===== src/rtl/bitwise_logic_unit_pipe.sv =====
// Pipelined bitwise logic unit: eight ops on a/b, valid/ready on both sides.
// Define LOGIC_FLAGS_EN to add registered zero_flag/ones_flag outputs.
module bitwise_logic_unit_pipe #(
    parameter int WIDTH  = 32,
    parameter int STAGES = 2,
    parameter int CNT_W  = 16
) (
    input  logic             clk,
    input  logic             rst,
    input  logic             in_valid,
    output logic             in_ready,
    input  logic [WIDTH-1:0] a,
    input  logic [WIDTH-1:0] b,
    input  logic [2:0]       op,
    output logic             out_valid,
    input  logic             out_ready,
    output logic [WIDTH-1:0] y,
    output logic [CNT_W-1:0] xfer_cnt
`ifdef LOGIC_FLAGS_EN
    ,
    output logic             zero_flag,
    output logic             ones_flag
`endif
);

    logic [STAGES-1:0] v;
    logic [STAGES-1:0] en;
    logic [STAGES-1:0] sv;
    logic [STAGES-1:0] hi;
    logic [WIDTH-1:0]  d  [STAGES];
    logic [WIDTH-1:0]  sd [STAGES];
    logic [WIDTH-1:0]  res;
    logic [CNT_W-1:0]  cnt;

    always_comb begin
        res = '0;
        unique case (op)
            3'b000: res = a & b;
            3'b001: res = a | b;
            3'b010: res = a ^ b;
            3'b011: res = ~(a ^ b);
            3'b100: res = ~(a & b);
            3'b101: res = ~(a | b);
            3'b110: res = ~a;
            3'b111: res = a;
        endcase
    end

    // Stage i may load unless it and every stage after it is full
    // while the output is stalled.
    always_comb begin
        en = '0;
        hi = '0;
        for (int i = 0; i < STAGES; i++) begin
            hi    = {STAGES{1'b1}} << i;
            en[i] = out_ready || ((v & hi) != hi);
        end
    end

    always_comb begin
        sv    = '0;
        sv[0] = in_valid;
        for (int i = 0; i < STAGES; i++) begin
            sd[i] = res;
        end
        for (int i = 1; i < STAGES; i++) begin
            sv[i] = v[i-1];
            sd[i] = d[i-1];
        end
    end

    always_ff @(posedge clk) begin
        if (rst) begin
            v   <= '0;
            cnt <= '0;
            for (int i = 0; i < STAGES; i++) begin
                d[i] <= '0;
            end
        end else begin
            for (int i = 0; i < STAGES; i++) begin
                if (en[i]) begin
                    v[i] <= sv[i];
                    if (sv[i]) begin
                        d[i] <= sd[i];
                    end
                end
            end
            if (v[STAGES-1] && out_ready) begin
                cnt <= cnt + CNT_W'(1);
            end
        end
    end

`ifdef LOGIC_FLAGS_EN
    always_ff @(posedge clk) begin
        if (rst) begin
            zero_flag <= 1'b0;
            ones_flag <= 1'b0;
        end else if (en[STAGES-1] && sv[STAGES-1]) begin
            zero_flag <= ~|sd[STAGES-1];
            ones_flag <= &sd[STAGES-1];
        end
    end
`endif

    assign in_ready  = en[0];
    assign out_valid = v[STAGES-1];
    assign y         = d[STAGES-1];
    assign xfer_cnt  = cnt;

endmodule

===== config.mk =====
export PLATFORM = sky130hd
export DESIGN_NAME = bitwise_logic_unit_pipe
export DESIGN_NICKNAME = d
export VERILOG_FILES = /design/src/rtl/bitwise_logic_unit_pipe.sv
export SDC_FILE = /design/constraint.sdc
export NUM_CORES = 1
export LEC_CHECK = 0
export CORE_ASPECT_RATIO = 1.75
export CORE_UTILIZATION = 50
export DETAILED_ROUTE_END_ITERATION = 8
export PLACE_DENSITY = 0.83
export SYNTH_ARGS = -nofsm -noshare
export SYNTH_HDL_FRONTEND = slang
export SYNTH_SLANG_ARGS = --single-unit

===== constraint.sdc =====
create_clock -name clk -period 3.7 [get_ports clk]
set_clock_uncertainty 0.2 [all_clocks]
set_input_delay 0.555 -clock clk [delete_from_list [all_inputs] [get_ports clk]]
set_output_delay 0.555 -clock clk [all_outputs]
set_load 0.02 [all_outputs]

## After elaboration in Yosys (flattened, before gate mapping)

Memory sizes are Yosys's and may differ from the RTL's.
Index checks and enable logic that the tools add are counted.

- $add $sub $neg: 1
- Equality and inequality tests: 8
- Muxes and demuxes: 13
- Bitwise logic cells: 10
- Reduce and logical (&&, ||, !) cells: 4

Operators by type and width:

| operator | count |
|---|---|
| $pmux W32 S8 | 1 |
| $not A32 Y32 | 4 |
| $mux W32 | 2 |
| $and A32 B32 Y32 | 1 |
| $or A32 B32 Y32 | 1 |
| $xor A32 B32 Y32 | 1 |
| $add A16 B1 Y16 const B | 1 |
| $eq A3 B3 Y1 const B | 4 |
| $mux W1 | 10 |
| $eq A3 B2 Y1 const B | 2 |
| $eq A3 B1 Y1 const B | 1 |
| $logic_not A3 Y1 | 1 |
| $logic_or A1 B1 Y1 | 2 |
| $ne A2 B2 Y1 const B | 1 |
| $or A1 B1 Y1 | 2 |
| $logic_and A1 B1 Y1 | 1 |
| $not A1 Y1 | 1 |

- Flip-flop bits (word level): 18
- Bits in writable memories: 64
- Input port bits: 71
- Output and inout bits: 50
- Logic and storage cells: 40
- Memories: 1

Memory list:

| memory | depth | bits a word | rd ports | clocked after memory_dff | write ports | RTL line | text |
|---|---|---|---|---|---|---|---|
| d | 2 | 32 | 2 | 0 | 2 | 30 | `logic [WIDTH-1:0] d [STAGES];` |

## Logic depth before layout (Yosys ltp)

Gate-level depths: netlist of the first run.

- Depth after elaboration: 6
- Depth in mapped cells: 7
- Mapped depth without buffers: 6

## Worst setup path before layout of the first run

No wires, ideal clock.

- Path type: input-to-reg
- Start: in out_ready
- End: mem d[1][0] (netlist: d[0][32]) (enable)
- Setup time: 0.428 ns
- Arrival time: 2.128 ns
- Data required time: 3.072 ns
- Setup slack: 0.944 ns
- Cell stages on the path: 2
- Path buffers: 0
- Path through: nor2b_1 -> o21bai_1

RTL lines:

| what | RTL line | text |
|---|---|---|
| start, declared | 16 | `input logic out_ready,` |
| end, declared | 30 |  |

## Final worst setup path of the first run

- Start: in out_ready
- End: out in_ready

- Longest elaborated chain between the ends: 1

Ends and longest elaborated chain:

| what | RTL line | text |
|---|---|---|
| $logic_or A1 B1 Y1 | 56 | `en[i] = out_ready \|\| ((v & hi) != hi);` |
| end, declared | 11 | `output logic in_ready,` |

No other way between the ends.

==> impl_metrics.tcl, run 1 <==
set metrics [dict create \
    drv_cap 0 \
    place_ws_ns 0.535 \
    wl_per_cell_um 15.7 \
    slew_viol_final 0 \
    max_freq_ghz 0.313 \
    end_kind "output pin" \
    die_area_um2 13400 \
    crit_buf_inv 3 \
    ctsResizeCount 0 \
    synth-seq-cells 82 \
    gp_congestion 0.853 \
    worstSetupPathType "in -> out" \
    antenna_found_initial 0 \
    track_usage 0.226 \
    worst_ep_arrival_time_ns 2.44 \
    die_y_um 153 \
    ctsHoldBuffers 0 \
    grt_max_degree 161 \
    timing.final.crit_share 0.863 \
    timing.hold.ws_ns 0.301 \
    n_fill_cell 1085 \
    yosysTopAreaCell "edfxtp_1" \
    slowest_delay_ns 0.69 \
    netlist_area_um2 6480 \
    layout-drive-gt1-share 0.0418 \
    grt_pass1_vias 5304 \
    die_w_um 88.1 \
    p_leak_nw 3.22 \
    cts_buffer_depth 2 \
    numCtsBuffers 9 \
    cts_tree "done" \
    required_ns 2.94 \
    finalNonFillerCells 958 \
    drcViolationCount 0 \
    start_util 0.516 \
    vias_per_cell 5.86 \
    syn_to_final_growth_pct 20.3 \
    cp_slowest_cell "clkdlybuf4s50_1" \
    first_pass_iters 6 \
    stdcell_area_um2 7800 \
    synth_top_area_frac 0.297 \
    synthCells 732 \
    rows 54 \
    coreArea_um2 12600 \
    synth_commonest_cells "a21oi_1 (69), inv_1 (66), ha_1 (65)" \
    synth_edf_count 64 \
    synth.most_common_cell "a21oi_1" \
    vias 5613 \
    yosysUniqueCellTypes 38 \
    vdd.ir_drop.worst_uv 175 \
    rsz0062_at_grt "no" \
    slew_headroom 0.142 \
    synth_top_cells_by_area "edfxtp_1 (30%), ha_1 (13%), nand2b_1 (6.0%)" \
    crit_path_frequent_cell "clkdlybuf4s50_1" \
    fin_setup_tns_ns 0 \
    ant_nets 0 \
    synth_area_per_cell_um2 8.85 \
    nNetsFinal 921 \
    grt_pass1_wl_mm 24.3 \
    hpwl_mm 10.7 \
    port_buffers 120 \
    wl_mm 15.0 \
    hold_viol_final 0 \
    placed_area_um2 7500 \
    ioPinCount 121 \
    critical_path.cell_chain "clkdlybuf4s50_1, nor2b_1, and2_1, inv_2, clkdlybuf4s50_1" \
    critPathMaxFanout 25 \
    setup_viol 0 \
    n_antenna_cell 0 \
    worst_pin_slew_ns 1.29 \
    powerDensity_nw_per_um2 322 \
    layout_min_cycle_time_ns 3.19 \
    postCtsSetupRepairBufs 0 \
    cts-htree-levels 3 \
    startpoint_type "input port" \
    cts-root-buf "clkbuf_16" \
    synth_nets 868 \
    fin_ws_ns 0.507 \
    yosys_warnings 0 \
    crit_family "buffers and inverters" \
    first_iter_violations 453 \
    outcome "finished, final reports clean" \
    gr-total-overflow 0 \
    hold_class "reg -> reg" \
    clock-sinks 82 \
    ys.flop_type "edfxtp_1" \
    clk_pin_slew_ns 0.06 \
    clock_latency_ns 0.33 \
    place_inst 942 \
    async_flop_share 0 \
    synth-seq-area-share 0.352 \
]
-- path summary, 6_finish.rpt --
| path | from | endpoint | slack [ns] | depth (start not counted) |
|---|---|---|---|---|
| max | out_ready | in_ready | 0.51 | 5 |
| min | xfer_cnt[1] | xfer_cnt[1] | 0.30 | 2 |
| min reg2reg | xfer_cnt[1] | xfer_cnt[1] | 0.30 | 2 |
| max reg2reg | v[1] | d[0][15] | 1.32 | 7 |
-- placed cells by master, fill, tap and decap left out, types with 2 or more instances in the layout --
cell | netlist | final
nand2_1 | 5 | 5
nor2b_1 | 4 | 4
or4_1 | 3 | 3
or3_1 | 5 | 5
buf_4 | 36 | 11
o31ai_1 | 3 | 3
nand4_1 | 4 | 4
nand3_1 | 9 | 9
clkbuf_16 | 0 | 10
ha_1 | 65 | 65
a32o_1 | 31 | 31
a21oi_1 | 69 | 69
o21ai_1 | 2 | 2
nand3b_1 | 31 | 31
and3_1 | 33 | 33
o21ai_0 | 33 | 33
inv_1 | 66 | 66
nand2b_1 | 62 | 62
nor2_1 | 47 | 46
clkinv_2 | 0 | 2
xor2_1 | 8 | 8
dfxtp_1 | 18 | 18
nor3_1 | 34 | 34
edfxtp_1 | 64 | 64
a221oi_1 | 32 | 32
and4_1 | 2 | 2
buf_2 | 12 | 2
xnor2_1 | 3 | 3
clkdlybuf4s50_1 | 0 | 117
-- worst min-delay path, delay by kind of cell, from the launching register on --
kind,cells,cell delay (ns)
and+or+nand+nor,1,0.06
DFF,1,0.34
AOI/OAI and AO/OA,1,0.05
-- flip-flops by register name (all words and copies together) (netlist names) --
| register | count |
|---|---|
| xfer_cnt | 16 |
| v | 2 |
| d | 64 |
-- per-layer routing --
layer | GRT usage | part of all wire
met5 | 0 | 0
met4 | 0.116 | 0.036
met3 | 0.0271 | 0.047
met2 | 0.406 | 0.54
met1 | 0.255 | 0.38
-- report_power, final --
group          switching, mW  leakage, nW  internal [mW]
registers             0.0210        0.835           1.07
logic                  0.304         2.24          0.270
clock network          0.340        0.144          0.511
-- cell type report --
type,count,area [µm²],area share
multi-input cells,494,3480,0.446
flip-flops and latches,82,2280,0.293
repair buffers,131,1280,0.165
inverters,67,251,0.0323
well taps,168,210,0.0270
clock inverters,4,23.8,0.00305
clock buffers,12,268,0.0343
-- cells by family (layout without fill, tap and decap cells) --
| family | count (synthesis) | count (layout) | share of synthesized area |
|---|---|---|---|
| AOI/OAI and AO/OA | 173 | 173 | 0.178 |
| buffers and inverters | 156 | 214 | 0.114 |
| DFF | 82 | 82 | 0.352 |
| xor gates and xnor gates | 11 | 11 | 0.0149 |
| and+or+nand+nor | 245 | 245 | 0.216 |
| adders and majority gates | 65 | 65 | 0.125 |
-- per-stage QoR --
| step | util | total power, mW |
|---|---|---|
| after detailed placement | 0.597 | 1.68 |
| final | 0.620 | 2.51 |
| after global routing | 0.620 | 2.63 |
| after CTS | 0.620 | 2.52 |
| after global placement | 0.597 | 1.64 |
| after floorplan | - | 1.49 |
(Power assumes the default switching activity.)
==> inputs of run 2 (changes only) <==
--- a/config.mk
+++ b/config.mk
@@ -5,6 +5,7 @@
 export SDC_FILE = /design/constraint.sdc
 export NUM_CORES = 1
 export LEC_CHECK = 0
+export ABC_CLOCK_PERIOD_IN_PS = 3700
 export CORE_ASPECT_RATIO = 1.75
 export CORE_UTILIZATION = 50
 export DETAILED_ROUTE_END_ITERATION = 8
==> results of run 2 <==
No change in the layout: final DEF, timing and power equal those of run 1.
==> inputs of run 3 (changes only) <==
--- a/config.mk
+++ b/config.mk
@@ -6,7 +6,7 @@
 export NUM_CORES = 1
 export LEC_CHECK = 0
 export ABC_CLOCK_PERIOD_IN_PS = 3700
-export CORE_ASPECT_RATIO = 1.75
+export CORE_ASPECT_RATIO = 1.25
 export CORE_UTILIZATION = 50
 export DETAILED_ROUTE_END_ITERATION = 8
 export PLACE_DENSITY = 0.83
==> run 3 against run 2 <==
Net effect: final cell count decreased by 0.21%; sequential share of layout area rose by 0.18 points; combinational power barely moved; routed wire length grew 0.97%; hold slack worse by 0.020 ns; clock power down 4.6%; total power shrank 1.5%; critical endpoint unchanged.
==> impl_metrics.tcl, run 3 (synthesis gave the netlist of run 1 again) <==
set metrics [dict create \
    outcome "finished, final reports clean" \
    clock_latency_ns 0.34 \
    rsz0062_at_grt "no" \
    max_freq_ghz 0.320 \
    largest_reg_flops 64 \
    vdd.ir_drop.worst_uv 279 \
    worstSetupPathType "in -> out" \
    clock-sinks 82 \
    drv_cap 0 \
    end_kind "output pin" \
    vias 5583 \
    wl_mm 15.2 \
    worst_pin_slew_ns 1.23 \
    grt_pass1_wl_mm 24.6 \
    slew_viol_final 0 \
    gr-total-overflow 0 \
    top_register "d" \
    hold_viol_final 0 \
    finalNonFillerCells 956 \
    placed_area_um2 7480 \
    grt_max_degree 89 \
    cts-root-buf "clkbuf_16" \
    rr_worst_depth 5 \
    numCtsBuffers 9 \
    powerDensity_nw_per_um2 320 \
    rows 46 \
    p_clk_frac 0.328 \
    die_y_um 129 \
    cts_tree "done" \
    antenna_found_initial 0 \
    track_usage 0.224 \
    hold_class "reg -> reg" \
    mostFrequentLayoutCells "clkdlybuf4s50_1 (117), a21oi_1 (69), inv_1 (66)" \
    cts-htree-levels 3 \
    first_pass_iters 5 \
    comb_power_share 0.232 \
    startpoint_type "input port" \
    final_common_cell "clkdlybuf4s50_1" \
    postCtsSetupRepairBufs 0 \
    critPathMaxFanout 19 \
    ctsResizeCount 0 \
    timing.final.crit_share 0.845 \
    hpwl_mm 10.6 \
    wl_per_cell_um 15.9 \
    p_sw_frac 0.271 \
    p_switching_mw 0.672 \
    nNetsFinal 919 \
    worstReg2RegStart "v[0]" \
    stdcell_area_um2 7750 \
    gp_congestion 0.863 \
    ctsHoldBuffers 0 \
    multi_input_area_um2 3480 \
    startpoint "out_ready" \
    ioPinCount 121 \
    port_buffers 120 \
    cp-endpoint "in_ready" \
    coreArea_um2 12700 \
    die_w_um 104 \
    timing.hold.ws_ns 0.282 \
    required_ns 2.94 \
    die_area_um2 13400 \
    n_fill_cell 1059 \
    rrSetupSlack_ns 0.98 \
    start_util 0.512 \
    drcViolationCount 0 \
    syn_to_final_growth_pct 19.5 \
    layout-drive-gt1-share 0.0393 \
    vias_per_cell 5.84 \
    p_leak_nw 3.21 \
    cts_buffer_depth 2 \
    layout_min_cycle_time_ns 3.13 \
    n_antenna_cell 0 \
    worst_ep_arrival_time_ns 2.37 \
    grt_pass1_vias 5360 \
    ant_nets 0 \
    setup_viol 0 \
    r2r-end "d[0][6]" \
    place_inst 940 \
    first_iter_violations 641 \
    slew_headroom 0.178 \
    clk_pin_slew_ns 0.06 \
    regArea_um2 2280 \
    p_int_mw 1.80 \
    pwr-share-seq 0.440 \
    fin_setup_tns_ns 0 \
]
## run 3: per-stage QoR
step / worst slack (ns) / total power, mW / util
2_1_floorplan: 0.944 / 1.49 / -
3_3_place_gp: 0.482 / 1.64 / 0.591
3_5_place_dp: 0.315 / 1.68 / 0.591
4_1_cts: 0.583 / 2.48 / 0.612
5_1_grt: 0.346 / 2.58 / 0.612
6_report: 0.573 / 2.48 / 0.612
## run 3: worst max-delay path: stages
cell and delay, ns:
clkdlybuf4s50_1 0.57, nor2b_1 0.13, and2_1 0.21, inv_2 0.24, clkdlybuf4s50_1 0.66
## run 3: cell type report
cell class	count	area share
Clock inverter	5	0.00355
Tap cell	168	0.0271
Clock buffer	11	0.0313
Inverter	67	0.0325
Sequential cell	82	0.295
Timing Repair Buffer	129	0.162
Multi-Input combinational cell	494	0.449
## run 3: per-layer routing
metal	GRT usage	up-vias	share of wire
li1	-	2702	-
met1	0.271	2630	0.42
met2	0.408	221	0.51
met3	0.0297	30	0.050
met4	0.0840	0	0.021
met5	0	-	0
## run 3: power groups by stage
stage          Sequential, mW  Combinational (mW)  Clock (mW)
2_1_floorplan            1.10               0.386           0
3_3_place_gp             1.11               0.534           0
3_5_place_dp             1.11               0.569           0
4_1_cts                  1.09               0.572       0.822
5_1_grt                  1.10               0.629       0.854
6_report                 1.09               0.575       0.812
## run 3: worst min-delay path by stage
| stage | startpoint | end | slack [ns] | cells after the start |
|---|---|---|---|---|
| 2_1_floorplan | v[0] | v[1] | 0.28 | 2 |
| 3_3_place_gp | xfer_cnt[15] | xfer_cnt[15] | 0.26 | 2 |
| 3_5_place_dp | xfer_cnt[15] | xfer_cnt[15] | 0.27 | 2 |
| 4_1_cts | xfer_cnt[15] | xfer_cnt[15] | 0.28 | 2 |
| 5_1_grt | xfer_cnt[15] | xfer_cnt[15] | 0.31 | 2 |
| 6_report | xfer_cnt[15] | xfer_cnt[15] | 0.28 | 2 |
